$ cat src/rtl/fft_frame_ctrl.sv
// Frame sequencer for the streaming FFT core: issues one config beat per run,
// gates ADC beats into the core with tlast framing, counts frames and latches event flags.
module fft_frame_ctrl #(
   parameter int DATA_WIDTH      = 32,
   parameter int CFG_WIDTH       = 24,
   parameter int MAX_NFFT_LOG2   = 16,
   parameter int FRAME_CNT_WIDTH = 16
) (
   input  logic                       clk_245,
   input  logic                       clk_245_rst,
   input  logic                       start,
   input  logic                       abort,
   input  logic [4:0]                 nfft_log2,
   input  logic                       fwd_inv,
   input  logic [5:0]                 scale_sch,
   input  logic [FRAME_CNT_WIDTH-1:0] frame_count,
   input  logic [DATA_WIDTH-1:0]      s_axis_tdata,
   input  logic                       s_axis_tvalid,
   output logic                       s_axis_tready,
   output logic [CFG_WIDTH-1:0]       fft_cfg_tdata,
   output logic                       fft_cfg_tvalid,
   input  logic                       fft_cfg_tready,
   output logic [DATA_WIDTH-1:0]      fft_in_tdata,
   output logic                       fft_in_tvalid,
   input  logic                       fft_in_tready,
   output logic                       fft_in_tlast,
   input  logic                       fft_out_tvalid,
   input  logic                       fft_out_tlast,
   input  logic                       m_axis_tready,
   input  logic                       ev_tlast_unexpected,
   input  logic                       ev_tlast_missing,
   input  logic                       ev_data_in_halt,
   output logic                       busy,
   output logic                       done,
   output logic [FRAME_CNT_WIDTH-1:0] frames_in,
   output logic [FRAME_CNT_WIDTH-1:0] frames_out,
   output logic [3:0]                 err_status
);

   typedef enum logic [1:0] {IDLE, CONFIG, RUN, DRAIN} state_t;

   state_t                     state;
   state_t                     state_next;
   logic [4:0]                 nfft_clamped;
   logic [4:0]                 nfft_q;
   logic [FRAME_CNT_WIDTH-1:0] frame_count_q;
   logic [FRAME_CNT_WIDTH-1:0] frames_in_inc;
   logic [MAX_NFFT_LOG2-1:0]   sample_cnt;
   logic [MAX_NFFT_LOG2-1:0]   last_idx;
   logic                       in_hs;
   logic                       at_last;
   logic                       abort_now;
   logic                       out_frame;

   always_comb begin
      nfft_clamped = nfft_log2;
      if (nfft_log2 < 5'd3)
         nfft_clamped = 5'd3;
      else if (nfft_log2 > 5'(MAX_NFFT_LOG2))
         nfft_clamped = 5'(MAX_NFFT_LOG2);
   end

   // 2^nfft - 1 built by shifting an all-ones word, so nfft == MAX_NFFT_LOG2 needs no extra bit
   assign last_idx      = {MAX_NFFT_LOG2{1'b1}} >> (5'(MAX_NFFT_LOG2) - nfft_q);
   assign at_last       = (sample_cnt == last_idx);
   assign busy          = (state != IDLE);
   assign in_hs         = (state == RUN) && s_axis_tvalid && fft_in_tready;
   assign abort_now     = abort && busy;
   assign out_frame     = busy && fft_out_tvalid && fft_out_tlast && m_axis_tready;
   assign frames_in_inc = frames_in + 1'b1;

   always_ff @(posedge clk_245) begin
      if (clk_245_rst)
         state <= IDLE;
      else
         state <= state_next;
   end

   always_comb begin
      state_next     = state;
      s_axis_tready  = 1'b0;
      fft_in_tvalid  = 1'b0;
      fft_in_tlast   = 1'b0;
      fft_cfg_tvalid = 1'b0;
      done           = 1'b0;
      fft_in_tdata   = s_axis_tdata;
      case (state)
         IDLE: begin
            if (start)
               state_next = CONFIG;
         end
         CONFIG: begin
            fft_cfg_tvalid = 1'b1;
            if (fft_cfg_tready)
               state_next = RUN;
         end
         RUN: begin
            s_axis_tready = fft_in_tready;
            fft_in_tvalid = s_axis_tvalid;
            fft_in_tlast  = at_last;
            if (in_hs && at_last && (frame_count_q != '0) && (frames_in_inc == frame_count_q))
               state_next = DRAIN;
         end
         DRAIN: begin
            if (frames_out == frame_count_q) begin
               done       = 1'b1;
               state_next = IDLE;
            end
         end
         default: state_next = IDLE;
      endcase
      // Abort wins over every other transition, including a completing drain
      if (abort_now) begin
         done       = 1'b0;
         state_next = IDLE;
      end
   end

   always_ff @(posedge clk_245) begin
      if (clk_245_rst) begin
         nfft_q        <= 5'd3;
         frame_count_q <= '0;
         fft_cfg_tdata <= '0;
         sample_cnt    <= '0;
         frames_in     <= '0;
         frames_out    <= '0;
         err_status    <= '0;
      end else if (state == IDLE && start) begin
         nfft_q        <= nfft_clamped;
         frame_count_q <= frame_count;
         fft_cfg_tdata <= CFG_WIDTH'({scale_sch, fwd_inv, 3'b000, nfft_clamped});
         sample_cnt    <= '0;
         frames_in     <= '0;
         frames_out    <= '0;
         err_status    <= '0;
      end else begin
         if (busy)
            err_status <= err_status |
                          {abort, ev_data_in_halt, ev_tlast_missing, ev_tlast_unexpected};
         if (out_frame)
            frames_out <= frames_out + 1'b1;
         if (abort_now) begin
            sample_cnt <= '0;
         end else if (in_hs) begin
            if (at_last) begin
               sample_cnt <= '0;
               frames_in  <= frames_in_inc;
            end else begin
               sample_cnt <= sample_cnt + 1'b1;
            end
         end
      end
   end

endmodule

$ cat config.mk
export PLATFORM = sky130hd
export DESIGN_NAME = fft_frame_ctrl
export DESIGN_NICKNAME = d
export VERILOG_FILES = /design/src/rtl/fft_frame_ctrl.sv
export SDC_FILE = /design/constraint.sdc
export NUM_CORES = 1
export LEC_CHECK = 0
export ABC_AREA = 1
export CAP_MARGIN = 10
export CORE_AREA = 2 2 118 120
export CTS_CLUSTER_SIZE = 20
export DETAILED_ROUTE_END_ITERATION = 6
export DIE_AREA = 0 0 120 122
export PLACE_DENSITY = 0.69
export SYNTH_ARGS = -nofsm -noshare
export SYNTH_HDL_FRONTEND = slang
export SYNTH_SLANG_ARGS = --single-unit
export TNS_END_PERCENT = 100
$ cat constraint.sdc
create_clock -name clk_245 -period 3.8 [get_ports clk_245]
set_input_delay 0.76 -clock clk_245 [delete_from_list [all_inputs] [get_ports clk_245]]
set_output_delay 0.76 -clock clk_245 [all_outputs]
set_load 0.02 [all_outputs]
==> out/results.ini, run 1 <==
[run_status]
outcome = finished, final reports clean

[cts]
cts_buffers = 9
cts_num_sinks = 84
clock_latency_ns = 0.34
htreeDepth = 3
cts_setup_buffers = 0
clk_root_buffer_cell = clkbuf_16
clkTransAtPathRegs_ns = 0.07
cts_max_path_buffers = 2
cts_tree = built
cts_hold_buf = 0
cts_resized = 0

[sta]
hold_slack_ns = 0.468
final_max_slew_viol_count = 0
layout_min_cycle_time_ns = 3.30
hold_violations = 0
worstMarginPinSlew_ns = 0.819
max_freq_mhz = 303
rsz0062_at_grt = no
slew_headroom = 0.454
fin_crit_sh = 0.868
fin_skew_ns = 0.0127
fin_tns_setup_ns = 0
setup_viol = 0

[worst_setup_path]
path_class = register to output port
endpoint_kind = output port
slowest_delay_ns = 0.31
cp_common_cell = nand2_1
crit_start = nfft_q[0]
path_cells = inv_1, ha_1, inv_1, nand2_1, nand2_1, nor2_1, inv_1, nand3_1, nand2_1, nand2_1, nand3_1, nor2_2, nand2_1, nor2_1, dlymetal6s2s_1
crit_family = simple AND/OR/NAND/NOR gates
critPathArrivalTime_ns = 2.54
path_max_fanout = 6
critPathSlowestCell = dfxtp_1
path_buf_inv = 4
rr_startpoint = nfft_q[0]
required_ns = 3.04
critPathLaunchType = register

[floorplan]
num_io_pins = 171
rows = 43
start_util = 0.390
core_um2 = 13500
fp.dieH_um = 122
die_area_um2 = 14600
die_x_um = 120

[logic_synthesis]
syn_area_um2 = 5270
ys_warn_count = 0
async_flop_share = 0
avgSynthCellArea_um2 = 6.56
yosys_most_used_dff = dfxtp_1
ys_ff_latch = 84
synth-seq-area-share = 0.319
netlist_instances = 803
synth_cell_types = 44
synth-edff-count = 0

[final_layout]
nFillCells = 1394
syn_to_final_growth_pct = 20.5
antenna_cells = 0
layout_commonest_cell = nand2_1
final_layout_size_suffix_gt1_frac = 0.0567
stdcell_area_um2 = 6350
nets = 942
fin_cells = 1044
final_cell_mix = 177 x nand2_1, 114 x nor2_1, 93 x clkdlybuf4s50_1

[hold_path]
hold_class = register to register
min_from = fft_cfg_tdata[0]

[power]
sequentialPowerShare = 0.369
intPower_w = 0.00185
power_frac_comb = 0.322
peakVddDrop_uv = 281
leakage_nw = 2.55
sw_frac_of_total = 0.363
powerDensity_nw_per_um2 = 459
power.switching_w = 0.00106
clkPwrFrac = 0.309

[place]
place_inst = 1028
io_buffers = 94
dpl.hpwl_um = 10800
gp_congestion = 0.878
placed_cell_area_um2 = 6040

[global_route]
gr-total-overflow = 0
grt_pass1_wl_um = 22800
grt_pass1_vias = 4667
grt_start_max_net_pins = 38
antenna_found_initial = 0
grt_usage = 0.195

[drt]
drtPass1Iterations = 5
drc = 0
avgViaCountPerCell = 4.88
wl_per_cell_um = 13.5
postRouteAntennaNets = 0
via_count = 5099
drtIter0Drc = 382
routed_wl_um = 14100

[job]
cap_violations = 0

[sequential cells by signal, summed over array words and instances (netlist names)]
| name | flops |
|---|---|
| nfft_q | 4 |
| fft_cfg_tdata | 10 |
| frames_in | 16 |
| sample_cnt | 16 |
| frames_out | 16 |
| state | 2 |
| frame_count_q | 16 |
| err_status | 4 |
[worst paths after layout]
kind	slack (ns)	endpoint	cells past startpoint
max reg2reg	1.03	frames_in[14]	16
min	0.47	fft_cfg_tdata[0]	2
min reg2reg	0.47	fft_cfg_tdata[0]	2
max	0.50	fft_in_tlast	15
[power groups by stage]
stage          registers, W  logic [W]  clock network, W
2_1_floorplan       0.00110   0.000690                 0
5_1_grt             0.00109    0.00105          0.000953
3_5_place_dp        0.00109   0.000933                 0
3_3_place_gp        0.00109   0.000925                 0
4_1_cts             0.00107   0.000939          0.000911
6_report            0.00107   0.000937          0.000900
[layout make-up]
class | instances | area (um2) | share of cell area
Sequential cell | 84 | 1680 | 0.265
Clock buffer | 9 | 225 | 0.0355
Multi-Input combinational cell | 571 | 2810 | 0.443
Timing Repair Buffer | 98 | 973 | 0.153
Inverter | 95 | 357 | 0.0562
Clock inverter | 7 | 73.8 | 0.0116
Tap cell | 180 | 225 | 0.0355
[tightest hold or removal path, cell delays in order, from the launching register on]
cell	delay [ns]
dfxtp_1	0.33
nand2_1	0.05
o21ai_0	0.06
[metrics by stage]
stage	util	setup WS, ns	power, W
floorplan	-	1.16	0.00179
global placement	0.448	0.566	0.00201
detailed placement	0.448	0.525	0.00202
CTS	0.470	0.135	0.00292
global route	0.470	0.208	0.00310
finish	0.470	0.502	0.00291
[synth_stat cells (2+ instances only)]
cell type	number	area [um2]
nand2_1	177	664
nor2_1	114	428
inv_1	92	345
dfxtp_1	84	1680
nand3_1	68	340
buf_4	47	353
o21ai_0	47	235
a21oi_1	36	180
nand4_1	19	119
nor3_1	13	65.1
xnor2_1	12	105
clkbuf_1	10	37.5
ha_1	10	125
xor2_1	9	78.8
nor2_2	7	43.8
nand2_2	5	31.3
a211oi_1	4	30.0
a211oi_2	4	50.1
buf_6	4	45.0
nor3b_1	4	30.0
nor4_1	4	25.0
o21ai_1	3	15.0
or2_2	3	18.8
a21oi_2	2	17.5
a31oi_1	2	12.5
inv_2	2	7.51
nand3_2	2	20.0
nand3b_1	2	15.0
o211ai_1	2	15.0
[cell families after synthesis]
logic type / count (synthesis) / share of synthesized area
buf+inv: 159 / 0.155
flops: 84 / 0.319
xor+xnor: 22 / 0.0392
compound gates: 106 / 0.114
other cells: 1 / 0.000712
fa+ha+maj: 10 / 0.0238
simple gates: 421 / 0.348
[layer usage]
| layer | GRT usage | routed length, um | vias to the layer above |
|---|---|---|---|
| met1 | 0.268 | 6750 | 2286 |
| met3 | 0.0487 | 1040 | 11 |
| met4 | 0.0507 | 131 | 0 |
| li1 | - | - | 2643 |
| met2 | 0.306 | 6200 | 159 |
| met5 | 0 | 0 | - |
Note: power is estimated with default switching activity, not from simulation.
==> run 2, diff against run 1 <==
--- a/config.mk
+++ b/config.mk
@@ -12,6 +12,7 @@
 export DETAILED_ROUTE_END_ITERATION = 6
 export DIE_AREA = 0 0 120 122
 export PLACE_DENSITY = 0.69
+export REMOVE_ABC_BUFFERS = 1
 export SYNTH_ARGS = -nofsm -noshare
 export SYNTH_HDL_FRONTEND = slang
 export SYNTH_SLANG_ARGS = --single-unit
==> out/results.ini, run 2 (same netlist as run 1, synthesis figures left out) <==
[global_route]
grt_usage = 0.214  ; was 0.195
met3_usage = 0.0641  ; was 0.0487
gr-max-usage-layer = met2  ; unchanged
grt_start_max_net_pins = 38  ; unchanged
met1_usage = 0.302  ; was 0.268
grt_pass1_wl_um = 24500  ; was 22800 um
gr-total-overflow = 0  ; unchanged
antenna_found_initial = 0  ; unchanged
grt_pass1_vias = 4604  ; was 4667
grt_use_met2 = 0.310  ; was 0.306

[cts]
clock_latency_ns = 0.34  ; about the same
htreeDepth = 3  ; unchanged
clk_root_buffer_cell = clkbuf_16  ; unchanged
cts_tree = built  ; unchanged
cts_max_path_buffers = 2  ; unchanged
cts_hold_buf = 0  ; unchanged
clkTransAtPathRegs_ns = 0.06  ; was 0.07 ns
cts_buffers = 9  ; unchanged
cts_num_sinks = 84  ; unchanged
cts_setup_buffers = 0  ; unchanged

[sta]
hold_slack_ns = 0.459  ; was 0.468 ns
final_max_slew_viol_count = 0  ; unchanged
max_freq_mhz = 315  ; was 303 MHz
setup_viol = 0  ; unchanged
hold_violations = 0  ; unchanged
fin_skew_ns = 0.00419  ; was 0.0127 ns
fin_crit_sh = 0.837  ; was 0.868
fin_tns_setup_ns = 0  ; unchanged
rsz0062_at_grt = no  ; unchanged
slew_headroom = 0.556  ; was 0.454
fin_ws_ns = 0.621  ; was 0.502 ns
layout_min_cycle_time_ns = 3.18  ; was 3.30 ns
worstMarginPinSlew_ns = 0.665  ; was 0.819 ns

[power]
peakVddDrop_uv = 240  ; was 281 uV
leakage_nw = 2.56  ; was 2.55 nW
powerDensity_nw_per_um2 = 467  ; was 459 nW/um2

[floorplan]
rows = 43  ; unchanged
fp.dieH_um = 122  ; unchanged
num_io_pins = 171  ; unchanged
start_util = 0.390  ; unchanged
die_area_um2 = 14600  ; unchanged
core_um2 = 13500  ; unchanged
die_x_um = 120  ; unchanged

[run_status]
outcome = finished, final reports clean  ; unchanged

[worst_setup_path]
crit_family = simple AND/OR/NAND/NOR gates  ; unchanged
critPathLaunchType = register  ; unchanged
path_buf_inv = 4  ; unchanged
path_cells = inv_1, ha_2, inv_1, nand2_1, nand2_1, nor2_1, inv_1, nand3_1, nand2_1, nand2_1, nand3_1, nor2_2, nand2_1, nor2_1, dlymetal6s2s_1  ; was inv_1, ha_1, inv_1, nand2_1, nand2_1, nor2_1, inv_1, nand3_1, nand2_1, nand2_1, nand3_1, nor2_2, nand2_1, nor2_1, dlymetal6s2s_1
rrSetupSlack_ns = 1.17  ; was 1.03 ns
critPathSlowestCell = dfxtp_1  ; unchanged
endpoint_kind = output port  ; unchanged
cp_common_cell = nand2_1  ; unchanged
path_class = register to output port  ; unchanged
r2r-end = frames_in[14]  ; unchanged
path_max_fanout = 6  ; unchanged
required_ns = 3.04  ; about the same
critPathArrivalTime_ns = 2.42  ; was 2.54 ns
worst-r2r-cell-count = 16  ; unchanged
slowest_delay_ns = 0.31  ; about the same
rr_startpoint = nfft_q[0]  ; unchanged

[drt]
via_count = 5125  ; was 5099
wl_per_cell_um = 14.8  ; was 13.5 um
drc = 0  ; unchanged
drtIter0Drc = 313  ; was 382
drtPass1Iterations = 4  ; was 5
avgViaCountPerCell = 4.90  ; was 4.88
postRouteAntennaNets = 0  ; unchanged
routed_wl_um = 15500  ; was 14100 um

[place]
place_inst = 1029  ; was 1028
place_ws_ns = 0.525  ; about the same
dpl.hpwl_um = 11800  ; was 10800 um
gp_congestion = 0.912  ; was 0.878
io_buffers = 94  ; unchanged

[final_layout]
antenna_cells = 0  ; unchanged
fin_cells = 1045  ; was 1044
syn_to_final_growth_pct = 21.2  ; was 20.5%
nets = 943  ; was 942
layout_commonest_cell = nand2_1  ; unchanged
final_cell_mix = 177 x nand2_1, 114 x nor2_1, 93 x clkdlybuf4s50_1  ; unchanged
final_layout_size_suffix_gt1_frac = 0.0590  ; was 0.0567

[job]
cap_violations = 0  ; unchanged

[hold_path]
worstHoldPathCells = 2  ; unchanged
min_to = fft_cfg_tdata[0]  ; unchanged
min_from = fft_cfg_tdata[0]  ; unchanged
hold_class = register to register  ; unchanged

run 2: changes by cell type in the layout (fill, tap and decap cells not counted), sizes merged:
cell and change:
buf +1, clkbuf +1, bufinv +1, clkinv -1
inv -1
run 2: tightest hold or removal path, delay by kind of cell (launching register included):
| kind | cells | cell delay [ns] |
|---|---|---|
| flip-flops | 1 | 0.33 |
| AND/OR/NAND/NOR | 1 | 0.05 |
| AO/OA/AOI/OAI | 1 | 0.05 |
run 2: layout make-up:
class | instances | area (um2)
clock inverters | 6 | 86.3
repair buffers | 99 | 981
well taps | 180 | 225
fillers | 1377 | 7120
flip-flops and latches | 84 | 1680
multi-input cells | 571 | 2810
inverters | 95 | 357
clock buffers | 10 | 239
run 2: worst max path at each step:
stage / startpoint / end / slack, ns / cells after the start
final: nfft_q[0] / fft_in_tlast / 0.62 / 15
after global routing: nfft_q[0] / fft_in_tlast / 0.33 / 15
after CTS: nfft_q[0] / fft_in_tlast / 0.15 / 15
after detailed placement: nfft_q[0] / fft_in_tlast / 0.52 / 15
after global placement: nfft_q[0] / fft_in_tlast / 0.58 / 16
after floorplan: start / sample_cnt[13] / 0.20 / 9
run 2: stage by stage:
stage                     utilization  cell area [um2]  total power, W
final                           0.473             6380         0.00298
after global routing            0.473             6380         0.00315
after CTS                       0.472             6380         0.00300
after detailed placement        0.448             6050         0.00203
after global placement          0.448             6050         0.00202
after floorplan                     -             4850         0.00169
run 2: repair_timing:
item | 4_1_cts | 5_1_grt
endpoints found under the setup margin | 0 | 1
hold endpoints to repair | 0 | 0
gates resized for setup | 0 | 2
run 2: where the power goes:
group          leakage [nW]  internal [W]  switching (W)
clock                 0.159      0.000594       0.000374
combinational          1.72      0.000363       0.000570
sequential            0.684      0.000976       0.000100
total                  2.56       0.00193        0.00104
run 2: metal layers:
metal  routed length [um]  vias up
met3                 1180       17
met1                 7650     2289
li1                     -     2643
met2                 6360      174
met5                   49        -
met4                  208        2
